## src/rtl/rf_writeback_arbiter_if.sv

```systemverilog
// rtl/rf_writeback_arbiter_if.sv - valid/ready writeback request channel (rd, wd) for one requester
interface rf_writeback_arbiter_if #(
  parameter int DATA_WIDTH = 32,
  parameter int ADDR_WIDTH = 5
) ();
  logic                  valid;
  logic [ADDR_WIDTH-1:0] rd;
  logic [DATA_WIDTH-1:0] wd;
  logic                  ready;

  modport master (output valid, output rd, output wd, input ready);
  modport slave  (input valid, input rd, input wd, output ready);
endinterface

```

## src/rtl/rf_writeback_arbiter.sv

```systemverilog
// rtl/rf_writeback_arbiter.sv - shares the RF write port between ALU and MEM writeback; optional RF_WB_BYPASS_EN forwarding
module rf_writeback_arbiter #(
  parameter int DATA_WIDTH = 32,
  parameter int ADDR_WIDTH = 5,
  parameter int ARB_MODE   = 0
) (
  input  logic                       clk,
  input  logic                       rst_n,
  rf_writeback_arbiter_if.slave      alu,
  rf_writeback_arbiter_if.slave      mem,
  input  logic                       iss_valid,
  input  logic [ADDR_WIDTH-1:0]      iss_rd,
  output logic                       rf_we,
  output logic [ADDR_WIDTH-1:0]      rf_wa,
  output logic [DATA_WIDTH-1:0]      rf_wd,
`ifdef RF_WB_BYPASS_EN
  input  logic [ADDR_WIDTH-1:0]      byp_a1,
  input  logic [ADDR_WIDTH-1:0]      byp_a2,
  output logic                       byp_hit1,
  output logic                       byp_hit2,
  output logic [DATA_WIDTH-1:0]      byp_d1,
  output logic [DATA_WIDTH-1:0]      byp_d2,
`endif
  output logic [(2**ADDR_WIDTH)-1:0] pending
);

  localparam int NREG = 2**ADDR_WIDTH;

  logic            last_mem;   // 1 = MEM was granted most recently
  logic            alu_nz;
  logic            mem_nz;
  logic            grant_alu;
  logic            grant_mem;
  logic [NREG-1:0] pending_nxt;

  // x0 requests never compete: they are accepted and discarded
  assign alu_nz = alu.valid && (alu.rd != '0);
  assign mem_nz = mem.valid && (mem.rd != '0);

  // MEM wins when alone, under fixed priority, or when ALU held the last grant
  assign grant_mem = mem_nz && (!alu_nz || (ARB_MODE == 1) || !last_mem);
  assign grant_alu = alu_nz && !grant_mem;

  assign alu.ready = alu.valid && ((alu.rd == '0) || grant_alu);
  assign mem.ready = mem.valid && ((mem.rd == '0) || grant_mem);

  // Round-robin pointer follows every grant
  always_ff @(posedge clk or negedge rst_n) begin
    if (!rst_n) begin
      last_mem <= 1'b0;
    end else if (grant_mem) begin
      last_mem <= 1'b1;
    end else if (grant_alu) begin
      last_mem <= 1'b0;
    end
  end

  // Register the winning write; address/data hold when there is no grant
  always_ff @(posedge clk or negedge rst_n) begin
    if (!rst_n) begin
      rf_we <= 1'b0;
      rf_wa <= '0;
      rf_wd <= '0;
    end else begin
      rf_we <= grant_mem || grant_alu;
      if (grant_mem) begin
        rf_wa <= mem.rd;
        rf_wd <= mem.wd;
      end else if (grant_alu) begin
        rf_wa <= alu.rd;
        rf_wd <= alu.wd;
      end
    end
  end

  // Scoreboard update: clear on MEM writeback, then set on issue so a new issue wins
  always_comb begin
    pending_nxt = pending;
    if (grant_mem) begin
      pending_nxt[mem.rd] = 1'b0;
    end
    if (iss_valid && (iss_rd != '0)) begin
      pending_nxt[iss_rd] = 1'b1;
    end
    pending_nxt[0] = 1'b0;
  end

  // Scoreboard register
  always_ff @(posedge clk or negedge rst_n) begin
    if (!rst_n) begin
      pending <= '0;
    end else begin
      pending <= pending_nxt;
    end
  end

`ifdef RF_WB_BYPASS_EN
  // Forward the write committing this cycle to same-cycle readers
  assign byp_hit1 = rf_we && (rf_wa == byp_a1) && (byp_a1 != '0);
  assign byp_hit2 = rf_we && (rf_wa == byp_a2) && (byp_a2 != '0);
  assign byp_d1   = rf_wd;
  assign byp_d2   = rf_wd;
`endif

endmodule

```

## src/flat_wrapper.sv

```systemverilog
// flat-port wrapper written by rule: the top's interface ports become plain ports
module rf_writeback_arbiter_flat 
#(
  parameter int DATA_WIDTH = 32,
  parameter int ADDR_WIDTH = 5,
  parameter int ARB_MODE   = 0
)
  (clk, rst_n, iss_valid, iss_rd, rf_we, rf_wa, rf_wd, pending, alu_valid, alu_rd, alu_wd, alu_ready, mem_valid, mem_rd, mem_wd, mem_ready);
  rf_writeback_arbiter_if #(.DATA_WIDTH(DATA_WIDTH), .ADDR_WIDTH(ADDR_WIDTH)) alu_i ();
  rf_writeback_arbiter_if #(.DATA_WIDTH(DATA_WIDTH), .ADDR_WIDTH(ADDR_WIDTH)) mem_i ();
  input  logic clk;
  input  logic rst_n;
  input  logic iss_valid;
  input  logic [ADDR_WIDTH-1:0] iss_rd;
  output logic rf_we;
  output logic [ADDR_WIDTH-1:0] rf_wa;
  output logic [DATA_WIDTH-1:0] rf_wd;
  output logic [(2**ADDR_WIDTH)-1:0] pending;
  input wire logic [$bits(alu_i.valid)-1:0] alu_valid;
  input wire logic [$bits(alu_i.rd)-1:0] alu_rd;
  input wire logic [$bits(alu_i.wd)-1:0] alu_wd;
  output wire logic [$bits(alu_i.ready)-1:0] alu_ready;
  input wire logic [$bits(mem_i.valid)-1:0] mem_valid;
  input wire logic [$bits(mem_i.rd)-1:0] mem_rd;
  input wire logic [$bits(mem_i.wd)-1:0] mem_wd;
  output wire logic [$bits(mem_i.ready)-1:0] mem_ready;
  assign alu_i.valid = alu_valid;
  assign alu_i.rd = alu_rd;
  assign alu_i.wd = alu_wd;
  assign alu_ready = alu_i.ready;
  assign mem_i.valid = mem_valid;
  assign mem_i.rd = mem_rd;
  assign mem_i.wd = mem_wd;
  assign mem_ready = mem_i.ready;
  rf_writeback_arbiter #(.DATA_WIDTH(DATA_WIDTH), .ADDR_WIDTH(ADDR_WIDTH), .ARB_MODE(ARB_MODE)) u_core (.clk(clk), .rst_n(rst_n), .alu(alu_i), .mem(mem_i), .iss_valid(iss_valid), .iss_rd(iss_rd), .rf_we(rf_we), .rf_wa(rf_wa), .rf_wd(rf_wd), .pending(pending));
endmodule
```

## config.mk

```make
export PLATFORM = sky130hd
export DESIGN_NAME = rf_writeback_arbiter_flat
export DESIGN_NICKNAME = d
export VERILOG_FILES = /design/src/rtl/rf_writeback_arbiter_if.sv /design/src/rtl/rf_writeback_arbiter.sv /design/src/flat_wrapper.sv
export SDC_FILE = /design/constraint.sdc
export NUM_CORES = 1
export LEC_CHECK = 0
export ABC_AREA = 1
export CELL_PAD_IN_SITES_DETAIL_PLACEMENT = 1
export CELL_PAD_IN_SITES_GLOBAL_PLACEMENT = 1
export CORE_MARGIN = 2
export CORE_UTILIZATION = 33
export DETAILED_ROUTE_END_ITERATION = 12
export GPL_TIMING_DRIVEN = 0
export MAX_ROUTING_LAYER = met4
export PLACE_DENSITY_LB_ADDON = 0.12
export RECOVER_POWER = 25
export SKIP_LAST_GASP = 1
export SLEW_MARGIN = 15
export SYNTH_ARGS = -nofsm -noshare
export SYNTH_HDL_FRONTEND = slang
export SYNTH_SLANG_ARGS = --single-unit
```

## constraint.sdc

```tcl
create_clock -name clk -period 3.65 [get_ports clk]
set_clock_uncertainty 0.15 [all_clocks]
set_input_delay 0.9125 -clock clk [delete_from_list [all_inputs] [get_ports clk]]
set_output_delay 0.9125 -clock clk [all_outputs]
set_load 0.05 [all_outputs]
```

======== Yosys cells after proc, flatten, opt, wreduce, memory -nomap -nowiden ========
Index checks and enable logic that the tools add are counted.
word-level totals
  memories kept ........................... 0
  flip-flop bits (word level) ............. 70
  word-level logic and storage cells ...... 46
  ROM bits ................................ 0
  output and inout port bits .............. 72
  latch bits .............................. 0
  bits of input ports ..................... 84
  bits in writable memories ............... 0
cells by class
  eq/ne operators ......................... 0
  reduce and logical (&&, ||, !) cells .... 22
  multipliers ............................. 0
  bitwise gates (word level) .............. 3
  shift operators ......................... 0
  mux-type cells .......................... 12
  add/sub/neg operators ................... 0
  magnitude comparators ................... 4
  divide/modulo/power cells ............... 0
operators with widths
  cell                                                                                  count
  32-bit 2-to-1 mux                                                                     4
  32-bit bitwise AND                                                                    1
  32-bit NOT                                                                            1
  32-bit OR                                                                             1
  5-bit nonzero test                                                                    3
  5-bit by 6-bit less-than comparator with 1-bit output (second input constant)         2
  1-bit demux with 5-bit select                                                         2
  5-bit by 1-bit greater-or-equal comparator with 1-bit output (second input constant)  2
  5-bit logical NOT                                                                     2
  5-bit 2-to-1 mux                                                                      2
  1-bit logical AND                                                                     9
  1-bit logical OR                                                                      4
  1-bit 2-to-1 mux                                                                      4
  1-bit logical NOT                                                                     3
  2-bit nonzero test                                                                    1

======== Logic depth before layout (Yosys ltp) ========
Gate-level depths: netlist of the first run.
  depth in word-level cells ............... 9
  gate-level depth with buffers ........... 10
  depth with buffers taken out ............ 9

======== Least setup slack after synthesis of the first run ========
OpenSTA, ideal clock, no wires.
  path kind ............................... input to output
  from .................................... input port alu_rd[3]
  to ...................................... output port mem_ready
  path buffers ............................ 1
  arrival ................................. 2628 ps
  stages on the path ...................... 6
  slack ................................... -40 ps
  required time ........................... 2588 ps
  path through ............................ nor2_1 -> nand3_1 -> nand3_1 -> nand2_2 -> buf_4 -> a21boi_0
on the way
  longest elaborated chain between the ends .. 7
RTL lines
  element             line                        source
  from (decl)         flat_wrapper.sv:20          input wire logic [$bits(alu_i.rd)-1:0] alu_rd;
  5-bit nonzero test  rf_writeback_arbiter.sv:37  assign alu_nz = alu.valid && (alu.rd != '0);
  1-bit logical AND   rf_writeback_arbiter.sv:37
  1-bit logical NOT   rf_writeback_arbiter.sv:41  assign grant_mem = mem_nz && (!alu_nz || (ARB_MODE == 1) || !last_mem);
  1-bit logical OR    rf_writeback_arbiter.sv:41
  1-bit logical AND   rf_writeback_arbiter.sv:41
  1-bit logical OR    rf_writeback_arbiter.sv:45  assign mem.ready = mem.valid && ((mem.rd == '0) || grant_mem);
  1-bit logical AND   rf_writeback_arbiter.sv:45
  to (decl)           flat_wrapper.sv:26          output wire logic [$bits(mem_i.ready)-1:0] mem_ready;
Every way passes these cells.

======== Final worst setup path of the first run ========
  from .................................... input port alu_rd[4]
  to ...................................... output port alu_ready
on the way
  longest elaborated chain between the ends .. 9
  elaborated cells between the ends (all ways) .. 10
  those cells by class .................... reduce/logical: 10
RTL lines
  element                line                        source
  5-bit nonzero test     rf_writeback_arbiter.sv:37
  1-bit logical AND      rf_writeback_arbiter.sv:37
  1-bit logical NOT      rf_writeback_arbiter.sv:41
  1-bit logical OR       rf_writeback_arbiter.sv:41
  1-bit logical AND      rf_writeback_arbiter.sv:41
  1-bit logical NOT      rf_writeback_arbiter.sv:42  assign grant_alu = alu_nz && !grant_mem;
  1-bit logical AND      rf_writeback_arbiter.sv:42
  1-bit logical OR (*)   rf_writeback_arbiter.sv:44  assign alu.ready = alu.valid && ((alu.rd == '0) || grant_alu);
  1-bit logical AND (*)  rf_writeback_arbiter.sv:44
  to (decl)              flat_wrapper.sv:22          output wire logic [$bits(alu_i.ready)-1:0] alu_ready;
Every way passes the cells marked *; elsewhere a longest branch is shown, timed or not.

==> results.py, run 1 <==
metrics = {
    "route": {
        "routedWlPerCell_um": 18.55,
        "vias_per_cell": 5.216,
        "dr.pass1.iters": 4,
        "route.antenna.remaining_nets": 0,
        "drt_wl_total_um": 14580,
        "route.detailed.drc": 0,
        "drt_first_iter_violations": 279,
        "vias": 4100,
    },
    "clock_network": {
        "clock_input_transition_at_the_sequential_cells_of_the_worst_setup_and_hold_paths_ns": 0.06,
        "clock_insertion_delay_worst_skew_ns": 0.33,
        "clock_sink_count": 70,
        "clock_path_buffers": 2,
        "cts.root.buffer_cell": "clkbuf_16",
        "cts.hold.buffers_added": 0,
        "cts_buffers": 9,
        "cts_tree": "done",
        "cts_htree_levels": 3,
    },
    "placement": {
        "post-place-cells": 768,
        "place.port_buffers": 154,
        "place.detailed.hpwl_um": 10530,
        "routabilityCongestion": 0.8573,
    },
    "setup_path": {
        "timing.critical_path.required_ns": 2.59,
        "endpoint_kind_of_the_worst_setup_timing_path": "primary output",
        "cp_num_buf_inv": 6,
        "crit_slowest_cell": "clkdlybuf4s50_1",
        "crit_type": "in2out",
        "crit_family": "buffers and inverters",
        "critical_path.startpoint_type": "input pin",
        "critical_path.max_stage_delay_ns": 0.52,
        "highest_fanout_seen_on_the_critical_path": 10,
        "cells_along_the_critical_path": "clkdlybuf4s50_1 > inv_1 > nand3_1 > nand3_2 > nand2_2 > buf_6 > inv_2 > nand2_1 > nand2_1 > inv_1 > buf_4",
        "critical_path_arrival_ns": 2.46,
    },
    "timing": {
        "final-setup-viol-count": 0,
        "slew_headroom_pct": -8.139,
        "timing_max_transition_violations_final": 29,
        "fmaxAchievable_mhz": 283.7,
        "setup_repair_after_global_routing_missed_its_margin": "no",
        "min_period_ns": 3.525,
        "transition_time_of_the_tightest_slew_check_pin_ns": 1.622,
        "final_hold_viol_count": 0,
        "post-route-period-util_pct": 96.58,
        "setup-tns-final_ns": 0,
    },
    "floorplanning": {
        "floorplan.initialDensity_pct": 34.22,
        "die-width_um": 110.5,
        "fp.coreArea_um2": 10940,
        "io_pins": 156,
        "floorplan.die.height_um": 110.5,
        "floorplan.rows": 38,
        "design.die.area_um2": 12210,
    },
    "cells_and_area": {
        "final_cells": 786,
        "synthToLayoutAreaGrowth_pct": 56.30,
        "post_route_cells_drive_above_1_share_pct": 9.133,
        "layout_common_cells": "179 x nand3_1, 146 x clkdlybuf4s50_1, 112 x nand2_1",
        "antenna_cells": 0,
        "fillerInstances": 1340,
        "final_common_cell": "nand3_1",
        "layout.nets": 725,
    },
    "synthesis": {
        "synth.lib_cells_used.distinct": 20,
        "seq_area_frac_synth_pct": 46.81,
        "syn-cell-area_um2": 3742,
        "postSynthRegisterBits": 70,
        "syn_nets": 557,
        "synth_area_per_cell_um2": 7.912,
        "netlist_instances": 473,
        "synth_warnings": 0,
    },
    "global_route": {
        "grt_remaining_overflow": 0,
        "antenna_violations_before_repair": 0,
        "grt_pass1_wl_um": 24060,
        "global_route.usage.total_pct": 25.10,
        "grt_pass1_vias": 4534,
        "maximum_number_of_pins_on_one_net_before_global_route_repair": 44,
    },
    "power": {
        "static-leakage-power_uw": 0.002679,
        "total_power_uw": 3784,
        "cellPowerDensity_nw_per_um2": 646.9,
        "worst_ir_drop_vdd_uv": 390.3,
    },
    "outcome": {
        "status": "finished with violations",
        "failed_checks": "capacitance limit, slew limit",
    },
    "worst_hold_path": {
        "worst_hold_path_type": "reg2reg",
    },
    "flow_run": {
        "timing.max_cap.violations": 1,
    },
}
-- kinds of logic after synthesis --
group / after synthesis / synth area share (%)
flops: 70 / 46.81
buf+inv: 58 / 8.760
compound gates: 33 / 6.352
other cells: 1 / 0.1002
simple gates: 311 / 37.98
-- cells in the mapped netlist (all sizes together) --
library cell    n  share of area (%)
nor2            8               0.87
o21ai           4               0.53
nand2         115                 12
a21boi          5                1.0
buf            27                5.7
nand4           3               0.50
conb            1               0.10
inv            29                2.9
dfrtp          70                 47
o21a           24                4.8
nand3         181                 24
nor3            4               0.53
clkbuf          2               0.20
-- flip-flops by register name, summed over array words and instances, names as in the netlist --
| register | count |
|---|---|
| u_core.last_mem | 1 |
| u_core.pending | 31 |
| u_core.rf_wa | 5 |
| u_core.rf_wd | 32 |
| u_core.rf_we | 1 |
-- worst min-delay path, cell delays in order (launching register included) --
cell	delay, ns
dfrtp_1	0.34
nand2_1	0.05
nand3_1	0.07
-- metal layers --
| layer | track usage, % | vias up | part of all wire (%) |
|---|---|---|---|
| met2 | 41.15 | 123 | 50 |
| met5 | - | - | 0 |
| li1 | - | 1934 | - |
| met1 | 31.60 | 2026 | 44 |
| met4 | 8.583 | 0 | 1.6 |
| met3 | 4.171 | 17 | 4.5 |
-- final timing paths --
| check | from | to | slack [ns] | depth (start not counted) |
|---|---|---|---|---|
| worst max register to register | u_core.last_mem | u_core.rf_wd[31] | 2.22 | 6 |
| worst max-delay path | alu_rd[4] | alu_ready | 0.12 | 11 |
| worst min register to register | u_core.rf_wd[25] | u_core.rf_wd[25] | 0.35 | 2 |
| max in group asynchronous | rst_n | u_core.rf_we | 0.63 | 2 |
| min in group asynchronous | rst_n | u_core.rf_wd[4] | 0.82 | 1 |
| worst min-delay path | u_core.rf_wd[25] | u_core.rf_wd[25] | 0.35 | 2 |
-- what timing repair did --
item | in CTS | in global routing
pin swaps | 2 | 1
cloned | 0 | 0
setup buffers | 2 | 0
setup endpoints to repair | 2 | 2
gates resized for setup | 19 | 2
-- layout make-up --
class	instances	area (µm²)	share of cell area [%]
plain buffers	29	222.7	3.807
clock buffers	10	239.0	4.086
flip-flops and latches	70	1752	29.95
multi-input cells	345	1675	28.64
well taps	140	175.2	2.995
repair buffers	157	1544	26.40
inverters	29	108.9	1.861
clock inverters	6	132.6	2.267
-- where the power goes --
| group | total, µW | switching [µW] | internal, µW | leakage [µW] |
|---|---|---|---|---|
| Combinational | 1590 | 1020 | 565 | 0.00163 |
| Sequential | 1090 | 139 | 953 | 0.000869 |
| Clock | 1110 | 351 | 754 | 0.000179 |
| Total | 3780 | 1510 | 2270 | 0.00268 |
-- through the flow --
stage	cell area (µm²)	util, %	hold slack (ns)	setup WS (ns)
floorplan	3742	-	0.3013	0.3477
CTS	5867	53.65	0.3519	0.03583
global placement	5459	49.92	0.3263	-1.172
global route	5849	53.49	0.3680	0.01264
detailed placement	5484	50.15	0.3360	-0.8124
finish	5849	53.49	0.3469	0.1248
Power figures use the tool's default switching activity.
==> run 2, diff against run 1 <==
--- a/config.mk
+++ b/config.mk
@@ -8,6 +8,7 @@
 export ABC_AREA = 1
 export CELL_PAD_IN_SITES_DETAIL_PLACEMENT = 1
 export CELL_PAD_IN_SITES_GLOBAL_PLACEMENT = 1
+export CORE_ASPECT_RATIO = 0.7
 export CORE_MARGIN = 2
 export CORE_UTILIZATION = 33
 export DETAILED_ROUTE_END_ITERATION = 12
==> run 2 against run 1 <==
  * Hold slack worse by 0.00078 ns
  * Critical endpoint unchanged
  * The run still ends with capacitance limit, slew limit left
  * Combinational power hardly changed
  * Register-to-register slack worse by 0.08 ns
  * Wire length is 4.1% higher
  * Critical path depth stayed put
  * Fmax is 0.96% lower
  * Design area hardly changed
==> results.py, run 2 (same netlist as run 1, synthesis figures left out) <==
metrics = {
    "outcome": {
        "status": "finished with violations",
        "failed_checks": "capacitance limit, slew limit",
    },
    "clock_network": {
        "cts_buffers": 9,
        "cts.root.buffer_cell": "clkbuf_16",
        "cts_htree_levels": 3,
        "clock_sink_count": 70,
        "clock_input_transition_at_the_sequential_cells_of_the_worst_setup_and_hold_paths_ns": 0.06,
        "cts_tree": "done",
        "clock_path_buffers": 2,
        "clock_insertion_delay_worst_skew_ns": 0.34,
    },
    "cells_and_area": {
        "multiInputGateArea_um2": 1680,
        "final_common_cell": "nand3_1",
        "regArea_um2": 1752,
        "largestRegisters": "u_core.rf_wd: 32 flops, u_core.pending: 31 flops, u_core.rf_wa: 5 flops",
        "antenna_cells": 0,
        "layout_common_cells": "179 x nand3_1, 146 x clkdlybuf4s50_1, 112 x nand2_1",
        "layout.nets": 725,
        "synthToLayoutAreaGrowth_pct": 56.20,
        "fillerInstances": 1327,
        "largest_register_ff_count": 32,
        "post_route_cells_drive_above_1_share_pct": 8.978,
        "largest-register": "u_core.rf_wd",
        "layout.core_utilization_pct": 52.90,
    },
    "power": {
        "cellPowerDensity_nw_per_um2": 636.7,
        "static-leakage-power_uw": 0.002668,
        "worst_ir_drop_vdd_uv": 266.6,
    },
    "floorplanning": {
        "floorplan.initialDensity_pct": 33.87,
        "io_pins": 156,
        "floorplan.die.height_um": 93.10,
        "design.die.area_um2": 12220,
        "fp.coreArea_um2": 11050,
        "floorplan.rows": 32,
        "die-width_um": 131.3,
    },
    "route": {
        "vias": 4160,
        "drt_wl_total_um": 15180,
        "vias_per_cell": 5.207,
        "route.antenna.remaining_nets": 0,
        "dr.pass1.iters": 4,
        "drt_first_iter_violations": 257,
        "route.detailed.drc": 0,
        "routedWlPerCell_um": 18.99,
    },
    "timing": {
        "finalWorstSetupSlack_ns": 0.09065,
        "fmaxAchievable_mhz": 281.0,
        "slew_headroom_pct": -29.28,
        "final-setup-viol-count": 0,
        "final_hold_viol_count": 0,
        "timing_max_transition_violations_final": 35,
        "min_period_ns": 3.559,
        "transition_time_of_the_tightest_slew_check_pin_ns": 1.939,
        "post-route-period-util_pct": 97.52,
    },
    "setup_path": {
        "reg2reg_setup_slack_ns": 2.14,
        "crit-reg2reg-launch": "u_core.last_mem",
        "highest_fanout_seen_on_the_critical_path": 10,
        "critical_path_arrival_ns": 2.50,
        "cells_along_the_critical_path": "clkdlybuf4s50_1 > nor2_1 > nand3_1 > nand3_2 > nand2_4 > buf_6 > inv_2 > nand2_1 > nand2_1 > inv_1 > buf_4",
        "crit_slowest_cell": "clkdlybuf4s50_1",
        "worst_setup_path_startpoint": "alu_rd[2]",
        "timing.critical_path.required_ns": 2.59,
        "critical_path.startpoint_type": "input pin",
        "r2r.worst_path.cells": 4,
        "cp_num_buf_inv": 5,
        "crit_type": "in2out",
        "critical_path.max_stage_delay_ns": 0.52,
        "r2r_end": "u_core.rf_wd[30]",
        "endpoint_kind_of_the_worst_setup_timing_path": "primary output",
        "crit_family": "buffers and inverters",
        "crit_top_cell": "nand2_1",
    },
    "global_route": {
        "maximum_number_of_pins_on_one_net_before_global_route_repair": 38,
        "global_route.usage.total_pct": 26.48,
        "grt_pass1_wl_um": 24470,
        "grt_pass1_vias": 4512,
        "grt_remaining_overflow": 0,
        "antenna_violations_before_repair": 0,
    },
    "worst_hold_path": {
        "hold-path-endpoint": "u_core.rf_wd[1]",
        "worstHoldStart": "u_core.rf_wd[1]",
        "worst_hold_path_type": "reg2reg",
        "hold-path-cell-count": 2,
    },
    "placement": {
        "placement.setup.worst_slack_ns": -0.8458,
        "place.port_buffers": 154,
        "routabilityCongestion": 0.9063,
        "place.detailed.hpwl_um": 11160,
    },
    "flow_run": {
        "timing.max_cap.violations": 1,
    },
}
## run 2: changes by cell type in the layout (fill, tap and decap cells not counted)
cell	previous run	this run
bufinv_16	4	3
nand2_2	3	2
nand2_4	0	1
buf_4	11	10
clkbuf_1	3	4
buf_2	10	11
clkinv_4	0	1
clkinv_2	1	0
## run 2: worst min-delay path: stages, from the launching register on
cell and delay [ns]:
dfrtp_1 0.34, nand2_1 0.05, nand3_1 0.07
## run 2: layout make-up
cell class / count / share of cell area, %
sequential: 70 / 29.97
multi-input combinational: 345 / 28.75
timing repair buffer: 157 / 26.37
clock buffer: 11 / 4.152
buffer: 29 / 3.810
tap: 153 / 3.275
inverter: 29 / 1.862
clock inverter: 5 / 1.819
## run 2: repair_timing
item	CTS	global route
hold buffers	0	0
pin swaps	0	1
gates resized for setup	20	1
endpoints found under the setup margin	2	2
setup buffers	0	2
hold endpoints to repair	0	0
## run 2: power breakdown
part | total, µW | internal, µW | switching [µW]
logic | 1590 | 565 | 1030
registers | 1100 | 953 | 143
clock network | 1030 | 687 | 346
## run 2: worst max-delay path by stage
stage / end / slack (ns) / depth (start not counted)
2_1_floorplan: mem_ready / 0.35 / 6
3_3_place_gp: u_core.rf_wd[2] / -1.16 / 1
3_5_place_dp: alu_ready / -0.85 / 12
4_1_cts: alu_ready / 0.002 / 11
5_1_grt: alu_ready / -0.01 / 11
6_report: alu_ready / 0.09 / 11
## run 2: layer usage
layer  wire length (µm)  track usage [%]  up-vias
met4                243            8.243        0
met1               6913            35.10     2059
met3               1043            6.938       20
met5                  0                -        -
met2               6977            40.09      141
li1                   -                -     1940
## run 2: per-stage QoR
stage	cell area (µm²)	TNS, ns	hold WS [ns]	instances	power (µW)
after floorplan	3742	0	0.3013	473	2066
after detailed placement	5493	-1.525	0.3213	781	2699
final	5846	0	0.3461	799	3722
after global routing	5846	-0.01017	0.3686	799	3890
after global placement	5475	-82.27	0.3245	780	2655
after CTS	5844	0	0.3386	797	3753
==> run 3, diff against run 2 <==
--- a/config.mk
+++ b/config.mk
@@ -10,7 +10,7 @@
 export CELL_PAD_IN_SITES_GLOBAL_PLACEMENT = 1
 export CORE_ASPECT_RATIO = 0.7
 export CORE_MARGIN = 2
-export CORE_UTILIZATION = 33
+export CORE_UTILIZATION = 27
 export DETAILED_ROUTE_END_ITERATION = 12
 export GPL_TIMING_DRIVEN = 0
 export MAX_ROUTING_LAYER = met4
==> constraint.sdc (replaced) <==
create_clock -name clk -period 3.15 [get_ports clk]
set_clock_uncertainty 0.15 [all_clocks]
set_input_delay 0.7875 -clock clk [delete_from_list [all_inputs] [get_ports clk]]
set_output_delay 0.7875 -clock clk [all_outputs]
set_load 0.05 [all_outputs]
==> run 3 against run 2 <==
  * The run still ends with capacitance limit, slew limit left
  * Register-to-register slack got worse by 0.59 ns
  * Design area barely moved
  * Setup slack got worse by 0.0016 ns
  * Critical path depth fell by 1
  * Critical endpoint unchanged
  * Combinational power rose by 16%
  * Non-clock buffer count rose by 1
==> results.py, run 3 (same netlist as run 1, synthesis figures left out) <==
metrics = {
    "outcome": {
        "status": "finished with violations",
        "failed_checks": "capacitance limit, slew limit",
    },
    "clock_network": {
        "cts_tree": "done",
        "cts.hold.buffers_added": 0,
        "clock_input_transition_at_the_sequential_cells_of_the_worst_setup_and_hold_paths_ns": 0.05,
        "clock_path_buffers": 2,
        "clock_insertion_delay_worst_skew_ns": 0.33,
        "cts_htree_levels": 3,
        "cts_buffers": 9,
        "clock_sink_count": 70,
        "cts.root.buffer_cell": "clkbuf_16",
    },
    "timing": {
        "min_period_ns": 3.061,
        "setup-tns-final_ns": 0,
        "final-setup-viol-count": 0,
        "timing_max_transition_violations_final": 27,
        "fmaxAchievable_mhz": 326.7,
        "slew_headroom_pct": -10.15,
        "setup_repair_after_global_routing_missed_its_margin": "no",
        "transition_time_of_the_tightest_slew_check_pin_ns": 1.652,
        "final_hold_viol_count": 0,
        "post-route-period-util_pct": 97.17,
    },
    "setup_path": {
        "timing.critical_path.required_ns": 2.21,
        "highest_fanout_seen_on_the_critical_path": 4,
        "r2r_end": "u_core.pending[23]",
        "crit-reg2reg-launch": "u_core.last_mem",
        "critical_path_arrival_ns": 2.12,
        "crit_slowest_cell": "clkdlybuf4s50_1",
        "worst_setup_path_startpoint": "alu_rd[2]",
        "crit_cells": 10,
        "crit_type": "in2out",
        "endpoint_kind_of_the_worst_setup_timing_path": "primary output",
        "cells_along_the_critical_path": "clkdlybuf4s50_1 > nor2_1 > nand3_2 > nand3_2 > nand2_4 > inv_2 > nand2_1 > nand2_1 > inv_1 > buf_6",
        "reg2reg_setup_slack_ns": 1.55,
        "critical_path.startpoint_type": "input pin",
        "critical_path.max_stage_delay_ns": 0.52,
        "crit_family": "buffers and inverters",
        "r2r.worst_path.cells": 5,
        "cp_num_buf_inv": 4,
        "crit_path_end": "alu_ready",
    },
    "cells_and_area": {
        "layout_common_cells": "178 x nand3_1, 144 x clkdlybuf4s50_1, 112 x nand2_1",
        "fin_area_um2": 5842,
        "synthToLayoutAreaGrowth_pct": 56.10,
        "final_common_cell": "nand3_1",
        "largest_register_ff_count": 32,
        "layout.core_utilization_pct": 43.74,
        "fillerInstances": 1600,
        "layout.nets": 726,
        "antenna_cells": 0,
        "post_route_cells_drive_above_1_share_pct": 9.147,
        "largest-register": "u_core.rf_wd",
        "largestRegisters": "u_core.rf_wd: 32 flops, u_core.pending: 31 flops, u_core.rf_wa: 5 flops",
    },
    "worst_hold_path": {
        "worst_hold_path_type": "reg2reg",
    },
    "route": {
        "route.detailed.drc": 0,
        "route.antenna.remaining_nets": 0,
        "routedWlPerCell_um": 18.29,
        "vias": 4095,
        "dr.pass1.iters": 4,
        "vias_per_cell": 4.934,
        "drt_first_iter_violations": 177,
        "drt_wl_total_um": 15180,
    },
    "power": {
        "comb_power_share_pct": 45.7,
        "p_clk_share_pct": 22.8,
        "sequentialPowerShare_pct": 31.4,
        "cellPowerDensity_nw_per_um2": 691.6,
        "total_power_uw": 4040,
        "p_switching_uw": 1732,
        "worst_ir_drop_vdd_uv": 253.0,
        "static-leakage-power_uw": 0.002663,
        "p_int_uw": 2308,
        "swShare_pct": 42.88,
    },
    "floorplanning": {
        "floorplan.rows": 35,
        "die-width_um": 144.7,
        "floorplan.initialDensity_pct": 28.02,
        "io_pins": 156,
        "fp.coreArea_um2": 13360,
        "design.die.area_um2": 14830,
        "floorplan.die.height_um": 102.5,
    },
    "placement": {
        "routabilityCongestion": 0.8151,
        "place.port_buffers": 154,
        "placement.cell_area_um2": 5540,
        "place.detailed.hpwl_um": 11370,
    },
    "global_route": {
        "grt_pass1_wl_um": 23270,
        "maximum_number_of_pins_on_one_net_before_global_route_repair": 45,
        "global_route.usage.total_pct": 21.37,
        "antenna_violations_before_repair": 0,
        "grt_remaining_overflow": 0,
        "grt_pass1_vias": 4175,
    },
    "flow_run": {
        "timing.max_cap.violations": 1,
    },
}
[run 3: cell count changes in the layout (fill, tap and decap cells not counted), moves of 2 or more]
cell             previous run  this run
dlymetal6s2s_1              0         2
clkdlybuf4s50_1           146       144
clkinv_2                    0         2
bufinv_16                   3         0
buf_4                      10        12
[run 3: routing by layer]
layer | wire [µm] | up-vias | track usage [%]
li1 | - | 1940 | -
met3 | 858 | 14 | 4.877
met1 | 7497 | 2035 | 30.01
met2 | 6674 | 106 | 31.57
met4 | 150 | 0 | 4.780
met5 | 0 | - | -
[run 3: stage by stage]
stage          setup WS (ns)  hold slack [ns]  std cells
2_1_floorplan        0.09768           0.3013        473
3_3_place_gp          -1.600           0.3257        812
3_5_place_dp          -1.135           0.3334        813
4_1_cts              0.02380           0.2349        830
5_1_grt             0.006776           0.3697        830
6_report             0.08902           0.3444        830
[run 3: how the worst min path moves through the flow]
stage                     start                  to  slack, ns  cells after the start
2_1_floorplan   u_core.last_mem     u_core.last_mem       0.30                      2
3_3_place_gp    u_core.last_mem     u_core.last_mem       0.33                      2
3_5_place_dp   u_core.rf_wd[19]    u_core.rf_wd[19]       0.33                      2
4_1_cts                   rst_n  u_core.pending[21]       0.23                      1
5_1_grt        u_core.rf_wd[19]    u_core.rf_wd[19]       0.37                      2
6_report       u_core.rf_wd[26]    u_core.rf_wd[26]       0.34                      2
[run 3: worst reg2reg max path, cell delays in order (launching register included)]
cell and delay (ns):
dfrtp_1 0.39, nand3_2 0.11, buf_4 0.14, clkbuf_1 0.47, nand3_1 0.17, nand3_1 0.12
[run 3: layout make-up]
class / count / area (µm²) / share of cell area [%]
flip-flops and latches: 70 / 1752 / 29.99
plain buffers: 28 / 211.5 / 3.620
inverters: 29 / 108.9 / 1.863
clock inverters: 2 / 10.01 / 0.1713
repair buffers: 159 / 1590 / 27.22
clock buffers: 12 / 246.5 / 4.219
well taps: 185 / 231.5 / 3.962
multi-input cells: 345 / 1692 / 28.96
[run 3: what timing repair did]
| action | in CTS | in global routing |
|---|---|---|
| resized for setup | 23 | 4 |
| buffers inserted | 4 | 0 |
| cloned | 0 | 0 |
| pin swaps | 3 | 0 |
| endpoints found under the setup margin | 2 | 2 |
[run 3: power by group through the flow]
stage	sequential (µW)	combinational (µW)	clock (µW)
final	1270	1850	922
after global routing	1300	1950	990
after CTS	1270	1860	947
after detailed placement	1280	1850	0
after global placement	1270	1820	0
after floorplan	1960	431	0
